===== src/rtl/bilateral_scheduler.sv =====
// Frame sequencer for the 7x7 bilateral filter: credit-gated window issue,
// result capture into a first-word-fall-through FIFO, and frame start/done control.
`timescale 1ns/1ps
module bilateral_scheduler #(
  parameter int LATENCY    = 30,
  parameter int FIFO_DEPTH = 32,
  parameter int IMG_W      = 640,
  parameter int IMG_H      = 480
) (
  input  logic       clk,
  input  logic       rst,
  input  logic       start,
  output logic       busy,
  output logic       done,
  output logic       err,
  input  logic       win_valid,
  output logic       win_ready,
  output logic       filt_valid,
  input  logic [9:0] filt_pixel,
  input  logic       filt_pixel_valid,
  output logic [9:0] out_pixel,
  output logic       out_last,
  output logic       out_valid,
  input  logic       out_ready
);

  localparam int TOTAL = IMG_W * IMG_H;
  localparam int XW    = (IMG_W > 1) ? $clog2(IMG_W) : 1;
  localparam int YW    = (IMG_H > 1) ? $clog2(IMG_H) : 1;
  localparam int NW    = $clog2(TOTAL + 1);
  localparam int CW    = $clog2(FIFO_DEPTH + 1);
  localparam int PW    = $clog2(FIFO_DEPTH);
  localparam int FW    = (LATENCY > 0) ? $clog2(LATENCY + 1) : 1;

  localparam logic [XW-1:0] X_MAX    = XW'(IMG_W - 1);
  localparam logic [YW-1:0] Y_MAX    = YW'(IMG_H - 1);
  localparam logic [NW-1:0] TOTAL_C  = NW'(TOTAL);
  localparam logic [NW-1:0] TOTAL_M1 = NW'(TOTAL - 1);
  localparam logic [CW-1:0] DEPTH_C  = CW'(FIFO_DEPTH);
  localparam logic [CW:0]   DEPTH_W  = (CW + 1)'(FIFO_DEPTH);
  localparam logic [PW-1:0] PTR_MAX  = PW'(FIFO_DEPTH - 1);
  localparam logic [FW-1:0] FLUSH_C  = FW'(LATENCY);

  typedef enum logic [1:0] {IDLE, RUN, DRAIN, DONE} state_t;

  state_t        state, state_nxt;
  logic [XW-1:0] x;
  logic [YW-1:0] y;
  logic [NW-1:0] ret_cnt, out_cnt;
  logic [CW-1:0] inflight, fifo_count;
  logic [FW-1:0] flush;
  logic [PW-1:0] rd_ptr, wr_ptr;
  logic [10:0]   mem [FIFO_DEPTH];

  logic [CW:0] used;
  logic issue, last_issue, pop, full, ret, push, stray, start_ok;

  // Credits are FIFO_DEPTH - used; a window may issue only while used < FIFO_DEPTH.
  assign used       = {1'b0, fifo_count} + {1'b0, inflight};
  assign win_ready  = (state == RUN) && (used < DEPTH_W);
  assign filt_valid = win_valid & win_ready;
  assign issue      = filt_valid;
  assign last_issue = issue && (x == X_MAX) && (y == Y_MAX);

  assign out_valid = (fifo_count != '0);
  assign pop       = out_valid & out_ready;
  assign full      = (fifo_count == DEPTH_C);
  assign out_pixel = out_valid ? mem[rd_ptr][9:0] : '0;
  assign out_last  = out_valid & mem[rd_ptr][10];

  // Results arriving during the post-reset flush window are dropped silently.
  assign ret   = filt_pixel_valid && (flush == '0) && (inflight != '0);
  assign push  = ret && (!full || pop);
  assign stray = filt_pixel_valid && (flush == '0) && ((inflight == '0) || (full && !pop));

  assign start_ok = start && (state == IDLE) && (flush == '0);
  assign busy     = (state != IDLE);
  assign done     = (state == DONE);

  always_comb begin
    state_nxt = state;
    case (state)
      IDLE:    if (start_ok) state_nxt = RUN;
      RUN:     if (last_issue) state_nxt = DRAIN;
      DRAIN:   if ((inflight == '0) && (fifo_count == '0) && (out_cnt == TOTAL_C)) state_nxt = DONE;
      DONE:    state_nxt = IDLE;
      default: state_nxt = IDLE;
    endcase
  end

  always_ff @(posedge clk) begin
    if (rst) begin
      state      <= IDLE;
      x          <= '0;
      y          <= '0;
      ret_cnt    <= '0;
      out_cnt    <= '0;
      inflight   <= '0;
      fifo_count <= '0;
      rd_ptr     <= '0;
      wr_ptr     <= '0;
      err        <= 1'b0;
      flush      <= FLUSH_C;
    end else begin
      state <= state_nxt;
      if (flush != '0) flush <= flush - 1'b1;
      if (stray) err <= 1'b1;

      if (start_ok) begin
        x       <= '0;
        y       <= '0;
        ret_cnt <= '0;
        out_cnt <= '0;
      end else begin
        if (issue) begin
          if (x == X_MAX) begin
            x <= '0;
            y <= (y == Y_MAX) ? '0 : y + 1'b1;
          end else begin
            x <= x + 1'b1;
          end
        end
        if (push) ret_cnt <= ret_cnt + 1'b1;
        if (pop)  out_cnt <= out_cnt + 1'b1;
      end

      if (issue && !ret)      inflight <= inflight + 1'b1;
      else if (!issue && ret) inflight <= inflight - 1'b1;

      if (push && !pop)      fifo_count <= fifo_count + 1'b1;
      else if (pop && !push) fifo_count <= fifo_count - 1'b1;

      if (push) wr_ptr <= (wr_ptr == PTR_MAX) ? '0 : wr_ptr + 1'b1;
      if (pop)  rd_ptr <= (rd_ptr == PTR_MAX) ? '0 : rd_ptr + 1'b1;
    end
  end

  // Storage needs no reset: the head is masked whenever the FIFO is empty.
  always_ff @(posedge clk) begin
    if (push) mem[wr_ptr] <= {(ret_cnt == TOTAL_M1), filt_pixel};
  end

endmodule


===== config.mk =====
export PLATFORM = sky130hd
export DESIGN_NAME = bilateral_scheduler
export DESIGN_NICKNAME = d
export VERILOG_FILES = /design/src/rtl/bilateral_scheduler.sv
export SDC_FILE = /design/constraint.sdc
export NUM_CORES = 1
export LEC_CHECK = 0
export BUFFER_PORTS_ARGS = -buffer_cell sky130_fd_sc_hd__buf_2
export CAP_MARGIN = 10
export CORE_MARGIN = 4
export CORE_UTILIZATION = 30
export CTS_BUF_LIST = sky130_fd_sc_hd__clkbuf_4 sky130_fd_sc_hd__clkbuf_8
export DETAILED_ROUTE_END_ITERATION = 10
export PLACE_DENSITY = 0.55
export SLEW_MARGIN = 20
export SYNTH_ARGS = -nofsm -noshare
export SYNTH_HDL_FRONTEND = slang
export SYNTH_SLANG_ARGS = --single-unit

===== constraint.sdc =====
create_clock -name clk -period 3.51 [get_ports clk]
set_input_delay 0.1755 -clock clk [delete_from_list [all_inputs] [get_ports clk]]
set_output_delay 0.1755 -clock clk [all_outputs]
set_load 0.03 [all_outputs]

* Word level (Yosys, flattened, before mapping)
Memory sizes are Yosys's and may differ from the RTL's. A register that Yosys moved wholly into a read port is not among the register bits.
Index checks and enable logic that the tools add are counted.
** Word-level totals
- Flip-flop bits (word level) :: 87
- Latch bits :: 0
- Memories kept :: 1
- Memory bits (writable) :: 352
- Bits in read-only memories :: 0
** Memories
- mem :: depth 32, width 11, read ports 1, clocked after Yosys merged registers in 1, wr ports 1, RTL line 53 : logic [10:0] mem [FIFO_DEPTH];
** Cells by class
- Bitwise operators :: 3
- Multiply operators :: 0
- Multiplexer cells :: 17
- Add/subtract/negate cells :: 12
- Equality and inequality tests :: 13
- Reductions and logical operators :: 36
- Shift-type cells :: 0
- Order comparisons :: 1
- Divide/modulo/power cells :: 0
** Operators with widths (count)
- 19-bit by 1-bit adder with 19-bit output (second input constant) :: 2
- 19-bit == test (second input constant) :: 2
- 6-bit two-way mux :: 4
- 10-bit two-way mux :: 2
- 5-bit two-way mux :: 4
- 1-bit logical AND :: 16
- 6-bit by 1-bit adder with 6-bit output (second input constant) :: 2
- 6-bit zero test :: 2
- 6-bit nonzero test :: 2
- 6-bit by 1-bit subtractor with 6-bit output (second input constant) :: 2
- 10-bit by 1-bit adder with 10-bit output (second input constant) :: 1
- 5-bit by 1-bit adder with 5-bit output (second input constant) :: 2
- 10-bit == test (second input constant) :: 1
- 5-bit == test (second input constant) :: 2
- 9-bit by 1-bit adder with 9-bit output (second input constant) :: 1
- 9-bit == test (second input constant) :: 1
- 9-bit two-way mux :: 1
- 2-bit case mux with 4 select lines :: 1
- 6-bit by 6-bit adder with 7-bit output :: 1
- 7-bit by 6-bit less-than comparator with 1-bit output (second input constant) :: 1
- 6-bit == test (second input constant) :: 1
- 2-bit two-way mux :: 3
- 2-bit != test (second input constant) :: 3
- 2-bit nonzero test :: 3
- other kinds (13) :: 22

* Logic depth before layout (Yosys ltp)
Gate-level depths: netlist (run 1).
- Depth in word-level cells :: 8
- Gate-level depth with buffers :: 15
- Depth with buffers taken out :: 14

* Worst setup path after synthesis (run 1)
Ideal clock, no wire load.
- Kind :: flip-flop to flip-flop
- Start :: register fifo_count[0]
- End :: register fifo_count[5]
- Data required time :: 3389 ps
- Slack :: -174 ps
- Stages on the path, launching flop included :: 13
- Library setup time :: 121 ps
- Arrival time :: 3564 ps
- Path through :: dfxtp_1 > or4_4 > or4b_2 > nand2_1 > clkinv_1 > ha_1 > inv_1 > ha_1 > a21o_1 > a21oi_1 > o21ai_0 > o311ai_0 > mux2_2
** Between the ends
- Longest elaborated chain between the ends :: 7
- Elaborated cells on any way between the ends :: 15
- Those cells by class :: add/sub (2); eq/ne (1); mux (2); bitwise (1); reduce/logical (9)
** Ends and longest elaborated chain
- from (decl) :: RTL line 50 : logic [CW-1:0] inflight, fifo_count;
- from (signal assigned) :: RTL line 130 : if (push && !pop) fifo_count <= fifo_count + 1'b1;
- from (signal assigned) :: RTL line 131 : else if (pop && !push) fifo_count <= fifo_count - 1'b1;
- 6-bit == test or 6-bit nonzero test (tied branches) :: RTL line 67, 65
- 1-bit zero test or 1-bit bitwise AND (tied branches) :: RTL line 73, 66
- 1-bit logical OR * :: RTL line 73 : assign push = ret && (!full || pop);
- 1-bit logical AND * :: RTL line 73
- via push :: RTL line 56 : logic issue, last_issue, pop, full, ret, push, stray, start_ok;
- 1-bit zero test :: RTL line 131
- 1-bit logical AND :: RTL line 131
- 2-bit nonzero test (no line)
Mark *: on every way through the listed nets, which the timed path passes. The rest lies on a longest branch. The select of a mux whose other input is x is not followed.
A chain may end at the register's enable or synchronous reset.

* Worst setup path after layout (run 1)
- Start :: register fifo_count[2]
- End :: register fifo_count[5]
The elaborated chain is that of the path after synthesis.

==> qor.log, run 1 <==
qor: logic_synthesis.synth_cells 1,126
qor: logic_synthesis.number_of_enable_type_register_cells_in_the_synthesized_netlist 352
qor: min_path.hold-path-cell-count 1
qor: setup_path.setup.worst_path.class flip-flop to flip-flop
qor: logic_synthesis.synthesis.area_per_instance 16.3 um^2
qor: logic_synthesis.synthDominantAreaCellType sky130_fd_sc_hd__edfxtp_1
qor: cells_and_area.sequential_cell_area 12,400 um^2
qor: cells_and_area.antenna_diode_count 0
qor: logic_synthesis.synth-main-ff-cell sky130_fd_sc_hd__edfxtp_1
qor: clocking.post-cts-setup-buffers 0
qor: logic_synthesis.synth.net_count 1,178
qor: routing.route.vias.total 10.0k
qor: floorplan.dieHeight 255 um
qor: clocking.cts_buffers 76
qor: logic_synthesis.synth_top_area_share 57.7%
qor: power.p_sw 2.25 mW
qor: power.seq_power_share 54.4%
qor: sta.final_setup_violation_count 0
qor: power.post_layout_power 10.4 mW
qor: power.p_comb_share 1.0%
qor: placement.postPlaceCellArea 19,600 um^2
qor: logic_synthesis.synth_cell_types 55
qor: min_path.holdCritStartpoint filt_pixel[9]
qor: power.intPower 8.17 mW
qor: floorplan.num_rows 90
qor: setup_path.critical_path.startpoint fifo_count[2]
qor: floorplan.placeableCoreArea 60,500 um^2
qor: clocking.clkSinkCount 444
qor: sta.skew 0.0451 ns
qor: clocking.clkLatencyLatePin 0.66 ns
qor: clocking.tritoncts done
qor: cells_and_area.fillerInstances 5,718
qor: cells_and_area.final_area 21,200 um^2
qor: placement.place_congestion 0.775
qor: cells_and_area.area.growth.synth_to_final 15.6%
qor: logic_synthesis.post_synth_instance_area 18,300 um^2
qor: grt.number_of_antenna_violations_at_the_first_check_in_global_routing 0
qor: sta.grt_setup_unrepaired no
qor: logic_synthesis.synth_top_cells_by_count sky130_fd_sc_hd__edfxtp_1 (352), sky130_fd_sc_hd__mux4_2 (110), sky130_fd_sc_hd__dfxtp_1 (92), sky130_fd_sc_hd__nor2_1 (88), sky130_fd_sc_hd__nand2_1 (48)
qor: setup_path.crit_path_start_kind flip-flop
qor: setup_path.timing.reg2reg.worst_path_depth 12
qor: clocking.clock-root-buffer sky130_fd_sc_hd__clkbuf_8
qor: routing.drc_viols 0
qor: cells_and_area.share_of_the_core_filled_with_cells_in_the_final_layout 35.0%
qor: grt.grt_max_degree 56
qor: sta.timing_hold_violations_final 0
qor: sta.clock.fmax 299 MHz
qor: setup_path.timing.critical_path.slowest_cell_delay 0.65 ns
qor: setup_path.critPathCaptureType flip-flop
qor: sta.slew_viol_final 0
qor: setup_path.critical_path.reg2reg.startpoint fifo_count[2]
qor: placement.place.port_buffers 32
qor: routing.drt_pre_antenna_iters 4
qor: clocking.cts.path.max_buffers 3
qor: logic_synthesis.post-synth-top-count-cell sky130_fd_sc_hd__edfxtp_1
qor: setup_path.crit_path_cell_trace or4_4 -> or4b_2 -> nand2_2 -> clkinv_2 -> ha_1 -> inv_2 -> ha_2 -> nor4_2 -> a41o_1 -> a31oi_1 -> o311ai_1 -> mux2_2
qor: sta.timing.slew.headroom 30.9%
qor: floorplan.num_io_pins 33
qor: setup_path.worstPathArrival 3.86 ns
qor: outcome.run_status completed
qor: clocking.h-tree-depth 3
qor: setup_path.worstPathRequired 4.03 ns
qor: sta.timing.final.crit_share 95.2%
qor: grt.globalRoute.totalOverflow 0
qor: floorplan.die_area 65,100 um^2
qor: min_path.capture_endpoint_of_the_worst_hold_path mem[5][9]
qor: floorplan.die_x 255 um
qor: setup_path.cp_max_fo 5
qor: sta.timing_worst_slew_pin_value 1.03 ns
qor: setup_path.r2r_slack 0.17 ns
qor: logic_synthesis.synth_warnings 0
qor: logic_synthesis.ys_seq_elements 444
qor: power.clockPowerShare 44.5%
qor: routing.ant_nets 0
qor: sta.final.min_clock_period 3.34 ns
qor: power.leakagePower 6.82 nW
qor: cells_and_area.post_route_cells_drive_above_1_share 26.1%
qor: min_path.timing.hold.worst.class primary input to flip-flop
qor: setup_path.timing.rr.end fifo_count[5]
qor: routing.drt_first_iter_violations 597
qor: clocking.cts.clk_slew.worst_paths 0.06 ns
qor: routing.totalWireLength 38.7 mm
qor: routing.via_per_inst 4.85
qor: placement.post-place-cells 1,926
qor: cells_and_area.multi_input_comb_area 5630 um^2
qor: power.vdd.ir_drop.worst 0.253 mV
qor: placement.half_perimeter_wire_length_after_detailed_placement 24.4 mm
qor: power.power.switching_fraction 21.6%
qor: grt.globalRouteTotalUtil 12.0%
qor: setup_path.critical_path.slowest_cell sky130_fd_sc_hd__or4b_2
qor: floorplan.floorplan.initialDensity 30.3%
qor: run.number_of_max_cap_violations 0
qor: logic_synthesis.seq_area_frac_synth 67.7%
qor: power.cellPowerDensity 491 nW/um^2
qor: grt.first_global_vias 10.4k
qor: routing.avg_wl_per_cell 18.8 um
qor: grt.grt_pass1_wl 60.4 mm
qor: logic_synthesis.synth_top_cells_by_area sky130_fd_sc_hd__edfxtp_1 (58%), sky130_fd_sc_hd__mux4_2 (14%), sky130_fd_sc_hd__dfxtp_1 (10%)
qor: cells_and_area.stdcell_count 2,065
qor: cells_and_area.layout.nets 1,276
qor: logic_synthesis.synth-async-reset-ratio 0%
[registers in the layout (all words and copies together), names as in the netlist, named ones only]
name and cells:
err 1, wr_ptr 5, x 10, flush 5, y 9, state 2
rd_ptr 5, inflight 6, out_cnt 19, mem 352, fifo_count 6, ret_cnt 19
[repair_timing]
action,4_1_cts,5_1_grt
hold endpoints to repair,3,0
gates resized for setup,0,10
endpoints found under the setup margin,0,2
hold buffers,2,0
[placed cells by master, fill, tap and decap left out, types with 9 or more instances in the layout]
| cell type | n |
|---|---|
| sky130_fd_sc_hd__xnor2_1 | 31 |
| sky130_fd_sc_hd__ha_1 | 31 |
| sky130_fd_sc_hd__mux4_2 | 110 |
| sky130_fd_sc_hd__edfxtp_1 | 352 |
| sky130_fd_sc_hd__clkbuf_8 | 80 |
| sky130_fd_sc_hd__nor4_1 | 22 |
| sky130_fd_sc_hd__or4_1 | 11 |
| sky130_fd_sc_hd__mux2i_1 | 9 |
| sky130_fd_sc_hd__nor2_1 | 80 |
| sky130_fd_sc_hd__clkinv_1 | 20 |
| sky130_fd_sc_hd__and3_1 | 11 |
| sky130_fd_sc_hd__clkbuf_4 | 22 |
| sky130_fd_sc_hd__buf_2 | 32 |
| sky130_fd_sc_hd__nand4_1 | 16 |
| sky130_fd_sc_hd__xor2_1 | 13 |
| sky130_fd_sc_hd__nand2_1 | 47 |
| sky130_fd_sc_hd__nand3_1 | 39 |
| sky130_fd_sc_hd__inv_1 | 33 |
| sky130_fd_sc_hd__dfxtp_1 | 90 |
| sky130_fd_sc_hd__a21oi_1 | 40 |
| sky130_fd_sc_hd__o21ai_0 | 27 |
| sky130_fd_sc_hd__clkinv_2 | 9 |
| sky130_fd_sc_hd__buf_4 | 32 |
| sky130_fd_sc_hd__or3_1 | 12 |
[worst max-delay path, delay by kind of cell, from the launching register on]
family	cells	cell delay, ns
simple gates	4	1.54
fa+ha+maj	2	0.52
mux	1	0.37
flops	1	0.35
compound gates	3	0.29
buf+inv	2	0.17
[routing by layer]
metal | part of all wire, % | GRT usage (%)
met5 | 0 | 0
met4 | 2.5 | 3.88
met3 | 4.4 | 2.53
met2 | 47 | 19.4
met1 | 46 | 16.2
[power by group through the flow]
stage,Clock (mW),Sequential [mW],Combinational (mW)
2_1_floorplan,0,5.78,0.0296
3_3_place_gp,0,5.78,0.104
3_5_place_dp,0,5.78,0.111
4_1_cts,4.79,5.67,0.113
5_1_grt,5.03,5.67,0.122
6_report,4.64,5.67,0.109
[cells by family after synthesis]
group	synth area share (%)
flops	67.7
simple gates	8.39
compound gates	3.26
fa+ha+maj	2.54
buf+inv	1.85
xor+xnor	2.10
mux	14.1
[stage by stage]
| stage | setup TNS (ns) | worst slack, ns | hold slack [ns] |
|---|---|---|---|
| 6_report | 0 | 0.169 | 0.0868 |
| 4_1_cts | 0 | 0.0430 | 0.0301 |
| 3_3_place_gp | 0 | 0.125 | 0.453 |
| 3_5_place_dp | 0 | 0.0436 | 0.463 |
| 2_1_floorplan | -0.0278 | -0.0278 | 0.274 |
| 5_1_grt | 0 | 0.00245 | 0.0693 |
[area by class of cell]
class | instances | area share (%)
inverter | 37 | 0.661
clock buffer | 102 | 5.97
multi-input combinational | 595 | 26.6
clock inverter | 35 | 1.22
tap | 782 | 4.62
timing repair buffer | 70 | 2.36
sequential | 444 | 58.6
[worst max-delay path by stage]
stage / endpoint / cells past startpoint / slack, ns
finish: fifo_count[5] / 12 / 0.17
global route: fifo_count[5] / 12 / 0.002
CTS: fifo_count[5] / 12 / 0.04
detailed placement: fifo_count[5] / 12 / 0.04
global placement: fifo_count[5] / 12 / 0.12
floorplan: fifo_count[5] / 12 / -0.03
Power figures use the tool's default switching activity.
==> inputs of run 2 (changes only) <==
--- a/config.mk
+++ b/config.mk
@@ -7,11 +7,12 @@
 export LEC_CHECK = 0
 export BUFFER_PORTS_ARGS = -buffer_cell sky130_fd_sc_hd__buf_2
 export CAP_MARGIN = 10
-export CORE_MARGIN = 4
+export CORE_MARGIN = 8
 export CORE_UTILIZATION = 30
 export CTS_BUF_LIST = sky130_fd_sc_hd__clkbuf_4 sky130_fd_sc_hd__clkbuf_8
 export DETAILED_ROUTE_END_ITERATION = 10
 export PLACE_DENSITY = 0.55
+export RECOVER_POWER = 25
 export SLEW_MARGIN = 20
 export SYNTH_ARGS = -nofsm -noshare
 export SYNTH_HDL_FRONTEND = slang
==> run 2 against run 1 <==
Compared with the run above:
- the flow now finishes with violations (max-capacitance violations, max-slew violations)
- register-to-register slack about the same
- die area rose by 6.4%
- combinational power about the same
- first-iteration DRC count increased by 20%
- core utilization rose by 0.18 points
- critical endpoint unchanged
==> qor.log, run 2 (same netlist as run 1, synthesis figures left out) <==
qor: cells_and_area.largest_register_ff_count 352
qor: setup_path.critical_path.startpoint fifo_count[0]
qor: routing.totalWireLength 39.4 mm
qor: placement.place_congestion 0.773
qor: setup_path.setup.worst_path.class flip-flop to flip-flop
qor: floorplan.floorplan.initialDensity 30.4%
qor: routing.route.vias.total 10.0k
qor: floorplan.dieHeight 263 um
qor: placement.half_perimeter_wire_length_after_detailed_placement 24.8 mm
qor: cells_and_area.final_area 21,300 um^2
qor: sta.timing_hold_violations_final 0
qor: grt.grtUsageMet2 17.8%
qor: sta.clock.fmax 299 MHz
qor: setup_path.cp_max_fo 5
qor: clocking.cts_buffers 76
qor: grt.grt_pass1_wl 62.0 mm
qor: cells_and_area.post_route_cells_drive_above_1_share 25.8%
qor: clocking.clkSinkCount 444
qor: floorplan.die_x 263 um
qor: cells_and_area.top_regs mem: 352 flops, out_cnt: 19 flops, ret_cnt: 19 flops
qor: sta.timing.slew.headroom -4.58%
qor: cells_and_area.layout.cells.most_common sky130_fd_sc_hd__edfxtp_1
qor: routing.via_per_inst 4.85
qor: placement.postPlaceCellArea 19,700 um^2
qor: power.leakagePower 6.85 nW
qor: setup_path.worstPathRequired 4.02 ns
qor: routing.drt_first_iter_violations 718
qor: grt.grt.met3_usage 3.01%
qor: cells_and_area.area.growth.synth_to_final 16.0%
qor: grt.globalRoute.totalOverflow 0
qor: cells_and_area.top_register mem
qor: sta.final.min_clock_period 3.35 ns
qor: min_path.timing.hold.worst.class primary input to flip-flop
qor: grt.first_global_vias 10.5k
qor: clocking.cts.path.max_buffers 3
qor: clocking.h-tree-depth 3
qor: cells_and_area.antenna_diode_count 0
qor: setup_path.timing.rr.end fifo_count[5]
qor: run.number_of_max_cap_violations 7
qor: floorplan.placeableCoreArea 60,400 um^2
qor: clocking.tritoncts done
qor: grt.grt-busiest-layer met2
qor: outcome.violations_in_the_final_reports max-capacitance violations, max-slew violations
qor: grt.number_of_antenna_violations_at_the_first_check_in_global_routing 1
qor: floorplan.num_io_pins 33
qor: placement.place.port_buffers 32
qor: clocking.clock-root-buffer sky130_fd_sc_hd__clkbuf_8
qor: grt.grt_max_degree 37
qor: floorplan.die_area 69,300 um^2
qor: routing.drt_pre_antenna_iters 5
qor: sta.final.hold.worst_slack 0.0908 ns
qor: sta.final_setup_violation_count 0
qor: grt.gr_met1_demand_resource 15.3%
qor: grt.globalRouteTotalUtil 11.3%
qor: setup_path.critPathCaptureType flip-flop
qor: setup_path.r2r_slack 0.16 ns
qor: clocking.post-cts-setup-buffers 0
qor: outcome.run_status finished, violations left
qor: setup_path.setup.worst_path.end fifo_count[5]
qor: power.post_layout_power 10.5 mW
qor: routing.avg_wl_per_cell 19.0 um
qor: power.cellPowerDensity 492 nW/um^2
qor: setup_path.critical_path.reg2reg.startpoint fifo_count[0]
qor: sta.slew_viol_final 132
qor: routing.drc_viols 0
qor: setup_path.worstPathArrival 3.86 ns
qor: routing.ant_nets 0
qor: cells_and_area.layout.nets 1,285
qor: floorplan.num_rows 90
qor: sta.timing.final.crit_share 95.4%
qor: clocking.cts.clk_slew.worst_paths 0.05 ns
qor: sta.timing_worst_slew_pin_value 1.57 ns
qor: power.vdd.ir_drop.worst 0.250 mV
qor: sta.skew 0.0348 ns
qor: clocking.clkLatencyLatePin 0.63 ns
qor: setup_path.timing.reg2reg.worst_path_depth 12
qor: setup_path.crit_path_start_kind flip-flop
qor: cells_and_area.most_frequent_cells_in_the_layout sky130_fd_sc_hd__edfxtp_1 (352), sky130_fd_sc_hd__mux4_2 (110), sky130_fd_sc_hd__dfxtp_1 (90)
-- run 2: cell types whose count changed in the layout (fill, tap and decap cells not counted), sizes merged, moves of 2 or more --
cell	change
clkinv	-12
clkinvlp	+2
clkbuf	+17
inv	-2
-- run 2: what timing repair did --
action	CTS	global route
hold buffers	1	0
endpoints found under the hold margin	1	0
endpoints found under the setup margin	0	2
resized for setup	0	7
-- run 2: per-layer routing --
layer	up-vias	share of wire, %
met1	5110	47
met3	57	5.2
met2	223	46
met4	0	1.9
met5	-	0
li1	4655	-
-- run 2: report_power, final --
group	switching [mW]	leakage (nW)	internal, mW	total, mW
Clock	2.10	0.803	2.59	4.69
Combinational	0.0896	2.06	0.0165	0.106
Sequential	0.00347	3.99	5.67	5.67
-- run 2: worst min path at each step --
| stage | startpoint | endpoint | slack [ns] | depth (start not counted) |
|---|---|---|---|---|
| after global routing | rst | inflight[4] | 0.07 | 2 |
| after floorplan | filt_pixel[0] | mem[0][0] | 0.27 | 0 |
| after global placement | err | err | 0.45 | 2 |
| after detailed placement | err | err | 0.46 | 2 |
| final | rst | inflight[2] | 0.09 | 2 |
| after CTS | rst | inflight[2] | 0.02 | 2 |
-- run 2: worst max-delay path, cell delays in order (launching register included) --
cell and delay (ns):
sky130_fd_sc_hd__dfxtp_1 0.31, sky130_fd_sc_hd__or4_4 0.55, sky130_fd_sc_hd__or4b_2 0.65, sky130_fd_sc_hd__nand2_2 0.11, sky130_fd_sc_hd__clkinv_2 0.06, sky130_fd_sc_hd__ha_1 0.22
sky130_fd_sc_hd__inv_2 0.13, sky130_fd_sc_hd__ha_1 0.25, sky130_fd_sc_hd__a21o_1 0.18, sky130_fd_sc_hd__a21oi_1 0.18, sky130_fd_sc_hd__o21ai_0 0.11, sky130_fd_sc_hd__o311ai_1 0.11
sky130_fd_sc_hd__mux2_2 0.37
-- run 2: metrics by stage --
step                      setup TNS (ns)  utilization [%]  std cells  worst slack (ns)
after floorplan                  -0.0278                -       1126           -0.0278
after global placement                 0             32.6       1936             0.148
after detailed placement               0             32.6       1936            0.0449
after CTS                              0             35.2       2071            0.0302
after global routing            -0.00550             35.2       2071          -0.00550
final                                  0             35.2       2071             0.160
-- run 2: final cells by class --
class	count	area (um^2)
clock inverter	24	206
fill	5722	39100
sequential	444	12400
tap	782	978
timing repair buffer	79	579
multi-input combinational	595	5620
clock buffer	110	1320
inverter	37	140
